--- src/rtl/pipe_hold_sched.sv ---
// pipe_hold_sched: sequenced hold/flush/halt scheduler feeding pc_reg, if_id and id_ex
module pipe_hold_sched #(
    parameter int ADDR_W       = 32,
    parameter int FLUSH_CYCLES = 1,
    parameter int HALT_TIMEOUT = 255
) (
    input  logic              clk,
    input  logic              rst,
    input  logic              jump_flag_i,
    input  logic [ADDR_W-1:0] jump_addr_i,
    input  logic              hold_ex_i,
    input  logic              hold_rib_i,
    input  logic              dbg_halt_req_i,
    output logic [2:0]        hold_flag_o,
    output logic              jump_flag_o,
    output logic [ADDR_W-1:0] jump_addr_o,
    output logic              dbg_halted_o,
    output logic              halt_timeout_o
);
    localparam int FW = $clog2(FLUSH_CYCLES + 1);
    localparam int TW = $clog2(HALT_TIMEOUT + 1);
    localparam logic [2:0] HOLD_NONE = 3'b000;
    localparam logic [2:0] HOLD_PC   = 3'b001;
    localparam logic [2:0] HOLD_ID   = 3'b011;

    typedef enum logic [2:0] {RUN, FLUSH, HALT_PEND, HALTED, RESUME} state_t;

    state_t          state, state_n;
    logic [FW-1:0]   flush_cnt, flush_n;
    logic [TW-1:0]   to_cnt, to_n;

    // State and counter registers
    always_ff @(posedge clk) begin
        if (rst) begin
            state     <= RUN;
            flush_cnt <= '0;
            to_cnt    <= '0;
        end else begin
            state     <= state_n;
            flush_cnt <= flush_n;
            to_cnt    <= to_n;
        end
    end

    // Next-state and outputs; reset masks every output in the same cycle
    always_comb begin
        state_n        = state;
        flush_n        = flush_cnt;
        to_n           = to_cnt;
        hold_flag_o    = HOLD_NONE;
        jump_flag_o    = 1'b0;
        jump_addr_o    = '0;
        dbg_halted_o   = 1'b0;
        halt_timeout_o = 1'b0;
        case (state)
            RUN: begin
                hold_flag_o = (jump_flag_i || hold_ex_i) ? HOLD_ID : (hold_rib_i ? HOLD_PC : HOLD_NONE);
                jump_flag_o = jump_flag_i;
                jump_addr_o = jump_addr_i;
                if (jump_flag_i && FLUSH_CYCLES > 1) begin
                    flush_n = FW'(FLUSH_CYCLES - 1);
                    state_n = FLUSH;
                end else if (dbg_halt_req_i && !jump_flag_i) begin
                    to_n    = '0;
                    state_n = HALT_PEND;
                end
            end
            FLUSH: begin
                hold_flag_o = HOLD_ID;
                jump_flag_o = jump_flag_i;
                jump_addr_o = jump_addr_i;
                if (jump_flag_i) flush_n = FW'(FLUSH_CYCLES - 1);
                else if (flush_cnt <= FW'(1)) state_n = RUN;
                else flush_n = flush_cnt - 1'b1;
            end
            HALT_PEND: begin
                hold_flag_o = HOLD_ID;
                jump_flag_o = jump_flag_i;
                jump_addr_o = jump_addr_i;
                to_n        = (to_cnt == TW'(HALT_TIMEOUT)) ? to_cnt : to_cnt + 1'b1;
                if (!dbg_halt_req_i) state_n = RUN;
                else if (!hold_ex_i && !hold_rib_i && !jump_flag_i) state_n = HALTED;
                else if (to_cnt >= TW'(HALT_TIMEOUT - 1)) begin
                    state_n        = HALTED;
                    halt_timeout_o = 1'b1;
                end
            end
            HALTED: begin
                hold_flag_o  = HOLD_ID;
                dbg_halted_o = 1'b1;
                if (!dbg_halt_req_i) state_n = RESUME;
            end
            RESUME: begin
                hold_flag_o = HOLD_ID;
                state_n     = RUN;
            end
            default: state_n = RUN;
        endcase
        if (rst) begin
            hold_flag_o    = HOLD_NONE;
            jump_flag_o    = 1'b0;
            jump_addr_o    = '0;
            dbg_halted_o   = 1'b0;
            halt_timeout_o = 1'b0;
        end
    end
endmodule
--- config.mk ---
export PLATFORM = sky130hd
export DESIGN_NAME = pipe_hold_sched
export DESIGN_NICKNAME = d
export VERILOG_FILES = /design/src/rtl/pipe_hold_sched.sv
export SDC_FILE = /design/constraint.sdc
export NUM_CORES = 1
export LEC_CHECK = 0
export ABC_AREA = 0
export CAP_MARGIN = 10
export CORE_MARGIN = 2
export CORE_UTILIZATION = 29
export CTS_CLUSTER_DIAMETER = 30
export DETAILED_ROUTE_END_ITERATION = 6
export GPL_ROUTABILITY_DRIVEN = 0
export GPL_TIMING_DRIVEN = 0
export PLACE_DENSITY = 0.76
export SLEW_MARGIN = 20
export SYNTH_ARGS = -nofsm -noshare
export SYNTH_HDL_FRONTEND = slang
export SYNTH_SLANG_ARGS = --single-unit
export TNS_END_PERCENT = 10
--- constraint.sdc ---
create_clock -name clk -period 1.4 [get_ports clk]
set_clock_uncertainty 0.05 [all_clocks]
set_input_delay 0.14 -clock clk [delete_from_list [all_inputs] [get_ports clk]]
set_output_delay 0.14 -clock clk [all_outputs]
set_load 0.1 [all_outputs]
==> results of run 1 <==
-- logic make-up after synthesis --
| group | share of synthesized area, % |
|---|---|
| AO/OA/AOI/OAI | 20.74 |
| adder cells (fa/ha/maj) | 2.728 |
| buffers and inverters | 5.730 |
| flip-flops | 24.01 |
| multiplexers | 1.091 |
| other | 0.4089 |
| AND/OR/NAND/NOR | 45.30 |
-- per-stage QoR --
stage	worst slack [ns]	utilization, %
floorplan	-0.6806	-
global placement	-1.729	58.47
detailed placement	-1.747	58.47
CTS	-0.3541	78.93
global route	-0.4483	81.61
finish	-0.3997	81.61
-- cell usage after synthesis, drive strengths merged --
cell type / count / area, sq um
and2: 33 / 206.5
a21oi: 11 / 55.05
dfxtp: 11 / 220.2
nand2: 8 / 30.03
o21ai: 7 / 35.03
inv: 5 / 18.77
o31ai: 5 / 37.54
or4: 5 / 37.54
buf: 4 / 22.52
nor3: 4 / 25.02
o211ai: 4 / 30.03
clkbuf: 3 / 11.26
nor2: 3 / 13.77
ha: 2 / 25.02
nand3: 2 / 10.01
or3: 2 / 12.51
or4b: 2 / 20.02
a211o: 1 / 8.760
a211oi: 1 / 7.510
and3: 1 / 6.260
and4b: 1 / 10.01
and4bb: 1 / 12.51
conb: 1 / 3.750
mux2i: 1 / 10.01
nand4: 1 / 12.51
nor2b: 1 / 6.260
nor4: 1 / 6.260
o2111ai: 1 / 8.760
o21bai: 1 / 7.510
or2: 1 / 6.260
-- worst max path at each step --
stage / from / slack [ns] / cells past startpoint / to
2_1_floorplan: state[0] / -0.68 / 4 / halt_timeout_o
3_5_place_dp: rst / -1.75 / 5 / jump_addr_o[18]
5_1_grt: state[1] / -0.45 / 6 / jump_addr_o[16]
4_1_cts: state[0] / -0.35 / 6 / jump_addr_o[8]
3_3_place_gp: rst / -1.73 / 5 / jump_addr_o[22]
6_report: state[1] / -0.40 / 6 / jump_addr_o[13]
-- cell usage in the layout, fill, tap and decap left out, drive strengths merged --
master,instances
mux2i,1
or4,5
o21bai,1
a211oi,1
o31ai,5
nand4,1
o211ai,4
o21ai,7
ha,2
clkbuf,6
and3,1
buf,52
nor2,3
or4b,2
nand3,2
a211o,1
dlygate4sd2,1
and2,33
nor2b,1
and4b,1
nand2,8
nor3,4
or3,2
o2111ai,1
clkdlybuf4s50,35
inv,5
conb,1
and4bb,1
dlymetal6s2s,1
a21oi,11
dfxtp,11
nor4,1
or2,1
-- per-layer routing --
layer | global-route usage (%) | vias to the layer above | routed length, microns
li1 | - | 620 | -
met1 | 35.10 | 670 | 1956
met2 | 46.89 | 88 | 2491
met3 | 9.957 | 19 | 478
met4 | 9.206 | 0 | 170
met5 | 0 | - | 0
-- power by group --
group / total [mW] / internal [mW] / switching, mW / leakage (nW)
logic: 1.32 / 0.552 / 0.765 / 0.902
clock network: 0.223 / 0.110 / 0.113 / 0.0150
registers: 0.360 / 0.336 / 0.0243 / 0.0936
total: 1.90 / 0.999 / 0.902 / 1.01
-- flip-flops by register name (all words and copies together) (netlist names) --
| signal | flops |
|---|---|
| to_cnt | 8 |
| state | 3 |
-- repair_timing --
item | CTS | global route
cloned | 1 | 1
buffers inserted | 9 | 0
gates resized for setup | 385 | 20
pin swaps | 22 | 8
setup endpoints to repair | 48 | 48
-- worst max-delay path: stages, from the launching register on --
cell and delay, ns:
dfxtp_2 0.33, buf_6 0.13, a211oi_4 0.21, buf_6 0.19, buf_4 0.15, and2_4 0.16
buf_12 0.17
-- cell type report --
cell class	count	area, sq um
Timing Repair Buffer	85	1207
Multi-Input combinational cell	101	855.8
Fill cell	152	556.8
Sequential cell	11	234.0
Buffer	6	73.82
Tap cell	44	55.05
Clock buffer	4	26.28
Inverter	5	18.77
==> flow_metrics.env, run 1 <==
export IMPL_status="finished with violations"
export IMPL_violations="negative setup slack"
export IMPL_cts_sinks=11
export IMPL_rsz0062_at_grt="yes"
export IMPL_arrival_ns=1.61
export IMPL_dieArea_sq_um=3628
export IMPL_startpoint_type="register"
export IMPL_grt_max_degree=11
export IMPL_io_buffers=74
export IMPL_worstReg2RegEnd="to_cnt[3]"
export IMPL_power_density_nw_per_um2=769.1
export IMPL_drt_pass1_iterations=4
export IMPL_p_total_mw=1.900
export IMPL_cts_root_buf="clkbuf_4"
export IMPL_fmax_mhz=555.6
export IMPL_vdd_drop_max_mv=0.4772
export IMPL_maxSlewHeadroom_pct=64.62
export IMPL_synth_cell_types=33
export IMPL_via_per_inst=5.457
export IMPL_dp_hpwl_microns=2731
export IMPL_htreeDepth=1
export IMPL_syn_area_sq_um=917.1
export IMPL_die_height_microns=60.24
export IMPL_nNetsFinal=253
export IMPL_power_leakage_nw=1.010
export IMPL_syn_nets=164
export IMPL_gr_total_overflow=0
export IMPL_tightest_slew_ns=0.5272
export IMPL_min_to="to_cnt[1]"
export IMPL_dp_cells=242
export IMPL_hold_viol_final=0
export IMPL_syn_inst=124
export IMPL_vias=1397
export IMPL_antenna_cells=0
export IMPL_drtIter0Drc=95
export IMPL_fin_area_sq_um=2471
export IMPL_tritoncts="done"
export IMPL_min_path_type="input port to register"
export IMPL_min_from="rst"
export IMPL_setup_ws_ns=-0.3997
export IMPL_clockBufferDepth=2
export IMPL_design_core_area_sq_um=3028
export IMPL_routed_wl_microns=5097
export IMPL_hold_ws_ns=0.3968
export IMPL_wl_per_cell_microns=19.91
export IMPL_clkTransAtPathRegs_ns=0.07
export IMPL_critPathKind="register to output pin"
export IMPL_first_global_vias=1466
export IMPL_drive_above_1_share_pct=53.77
export IMPL_r2r_start="state[2]"
export IMPL_cp_required_ns=1.21
export IMPL_postSynthAreaPerCell_sq_um=7.396
export IMPL_final_setup_tns_ns=-15.23
export IMPL_ant_nets=0
export IMPL_start_util_pct=30.29
export IMPL_syn_to_final_growth_pct=169.4
export IMPL_seq_area_frac_synth_pct=24.01
export IMPL_antenna_found_initial=0
export IMPL_max_cap_violations=0
export IMPL_hold_buffers=0
export IMPL_critPathCaptureType="output pin"
export IMPL_num_io_pins=76
export IMPL_cts_made_buffers=3
export IMPL_die_w_microns=60.24
export IMPL_fin_crit_sh_pct=128.6
export IMPL_placed_area_sq_um=1770
export IMPL_ys_ff_latch=11
export IMPL_r2r_cells=4
export IMPL_final_min_clock_period_ns=1.800
export IMPL_yosys_warnings=0
export IMPL_setup_violations_final=48
export IMPL_insertion_delay_ns=0.27
export IMPL_reg2reg_slack_ns=-0.24
export IMPL_rows=20
export IMPL_cp_max_fo=8
export IMPL_drc_errors=0
export IMPL_grt_use_total_pct=28.72
export IMPL_hold_depth=2
export IMPL_grt_pass1_wl_microns=7555
export IMPL_stdcell_count=256
export IMPL_maxSlewViolCount=0
No activity file was read; power rests on OpenSTA's default activity.
==> run 2: changes to the inputs <==
Settings changed: CORE_MARGIN 2 to 4, MAX_ROUTING_LAYER set to met4.
==> flow_metrics.env, run 2 (same netlist as run 1, synthesis figures left out) <==
export IMPL_dp_hpwl_microns=2803
export IMPL_clkTransAtPathRegs_ns=0.08
export IMPL_drtIter0Drc=84
export IMPL_cp_max_fo=10
export IMPL_first_global_vias=1362
export IMPL_start_util_pct=30.29
export IMPL_die_w_microns=64.24
export IMPL_rows=20
export IMPL_gr_total_overflow=0
export IMPL_grt_use_total_pct=22.26
export IMPL_via_per_inst=5.143
export IMPL_drive_above_1_share_pct=51.21
export IMPL_die_height_microns=64.24
export IMPL_rsz0062_at_grt="yes"
export IMPL_regMostFlops="to_cnt"
export IMPL_fin_crit_sh_pct=127.7
export IMPL_grt_pass1_wl_microns=6858
export IMPL_syn_to_final_growth_pct=159.6
export IMPL_max_cap_violations=0
export IMPL_reg_top3="to_cnt x8, state x3"
export IMPL_dieArea_sq_um=4126
export IMPL_min_path_type="input port to register"
export IMPL_maxSlewHeadroom_pct=66.55
export IMPL_nNetsFinal=248
export IMPL_io_buffers=74
export IMPL_antenna_cells=0
export IMPL_wl_per_cell_microns=17.76
export IMPL_violations="negative setup slack"
export IMPL_design_core_area_sq_um=3028
export IMPL_fillers=170
export IMPL_cp_required_ns=1.21
export IMPL_tightest_slew_ns=0.5018
export IMPL_routed_wl_microns=4459
export IMPL_power_leakage_nw=0.9696
export IMPL_vdd_drop_max_mv=0.3703
export IMPL_dp_cells=242
export IMPL_drc_errors=0
export IMPL_stdcell_count=251
export IMPL_reg2reg_slack_ns=-0.29
export IMPL_maxSlewViolCount=0
export IMPL_startpoint_type="register"
export IMPL_critPathCaptureType="output pin"
export IMPL_final_setup_tns_ns=-14.56
export IMPL_hold_viol_final=0
export IMPL_cp_cell_sequence="buf_6 > a211oi_4 > buf_6 > clkbuf_16 > and2_4 > buf_12"
export IMPL_vias=1291
export IMPL_status="finished with violations"
export IMPL_antenna_found_initial=0
export IMPL_tritoncts="done"
export IMPL_power_density_nw_per_um2=763.5
export IMPL_num_io_pins=76
export IMPL_cpMaxStageDelayCell="dfxtp_2"
export IMPL_setup_ws_ns=-0.3872
export IMPL_cts_root_buf="clkbuf_4"
export IMPL_arrival_ns=1.60
export IMPL_critPathKind="register to output pin"
export IMPL_setup_violations_final=47
export IMPL_final_min_clock_period_ns=1.787
export IMPL_fmax_mhz=559.5
export IMPL_clockBufferDepth=2
export IMPL_largest_register_ffs=8
export IMPL_cp_slowest_stage_delay_ns=0.33
export IMPL_ant_nets=0
export IMPL_grt_max_degree=11
export IMPL_htreeDepth=1
export IMPL_insertion_delay_ns=0.28
export IMPL_crit_top_cell="buf_6"
export IMPL_cts_made_buffers=3
export IMPL_layout_common_cells="clkdlybuf4s50_1, buf_12, and2_4"
export IMPL_drt_pass1_iterations=4
export IMPL_cts_sinks=11
-- run 2: per-layer routing --
metal  part of all wire, %  up-vias  GRT usage, %
met5                     0        -             -
li1                      -      604             -
met2                    50       72         36.52
met3                   8.7        8         7.030
met4                   1.6        0         5.277
met1                    40      607         26.56
-- run 2: cell type report --
class | count | area, sq um | area share, %
timing repair buffer | 80 | 1156 | 48.56
tap | 44 | 55.05 | 2.312
buffer | 6 | 77.57 | 3.258
multi-input combinational | 101 | 814.5 | 34.21
inverter | 5 | 18.77 | 0.7882
sequential | 11 | 231.5 | 9.722
clock inverter | 1 | 5.005 | 0.2102
clock buffer | 3 | 22.52 | 0.9459
-- run 2: worst paths after layout --
path	start	to	cells after the start
worst min register to register	to_cnt[1]	to_cnt[1]	2
worst max register to register	to_cnt[0]	to_cnt[0]	6
worst min-delay path	rst	to_cnt[0]	2
worst max-delay path	state[1]	jump_addr_o[2]	6
-- run 2: where the power goes --
group / total (mW) / switching, mW / internal [mW]
Combinational: 1.23 / 0.722 / 0.510
Sequential: 0.364 / 0.0273 / 0.336
Clock: 0.222 / 0.116 / 0.106
-- run 2: metrics by stage --
step           util [%]  area (sq um)  power (mW)  hold slack [ns]  worst slack [ns]
2_1_floorplan         -         974.7       1.029           0.1591           -0.6806
3_3_place_gp      58.47          1770       1.274           0.4248            -1.787
3_5_place_dp      58.47          1770       1.284           0.4471            -1.854
4_1_cts           77.52          2347       1.778           0.3866           -0.3591
5_1_grt           78.64          2381       1.881           0.4215           -0.4432
6_report          78.64          2381       1.818           0.4007           -0.3872
-- run 2: what timing repair did --
| action | CTS | global route |
|---|---|---|
| pin swaps | 23 | 5 |
| gates resized for setup | 387 | 8 |
| setup endpoints to repair | 48 | 48 |
| gates cloned | 1 | 0 |
| buffers inserted | 4 | 1 |
| hold buffers | 0 | 0 |
-- run 2: critical path: cells and delay by family, from the launching register on --
| family | cells | cell delay [ns] |
|---|---|---|
| AOI/OAI and AO/OA | 1 | 0.20 |
| and+or+nand+nor | 1 | 0.15 |
| DFF | 1 | 0.33 |
| buffers and inverters | 4 | 0.63 |
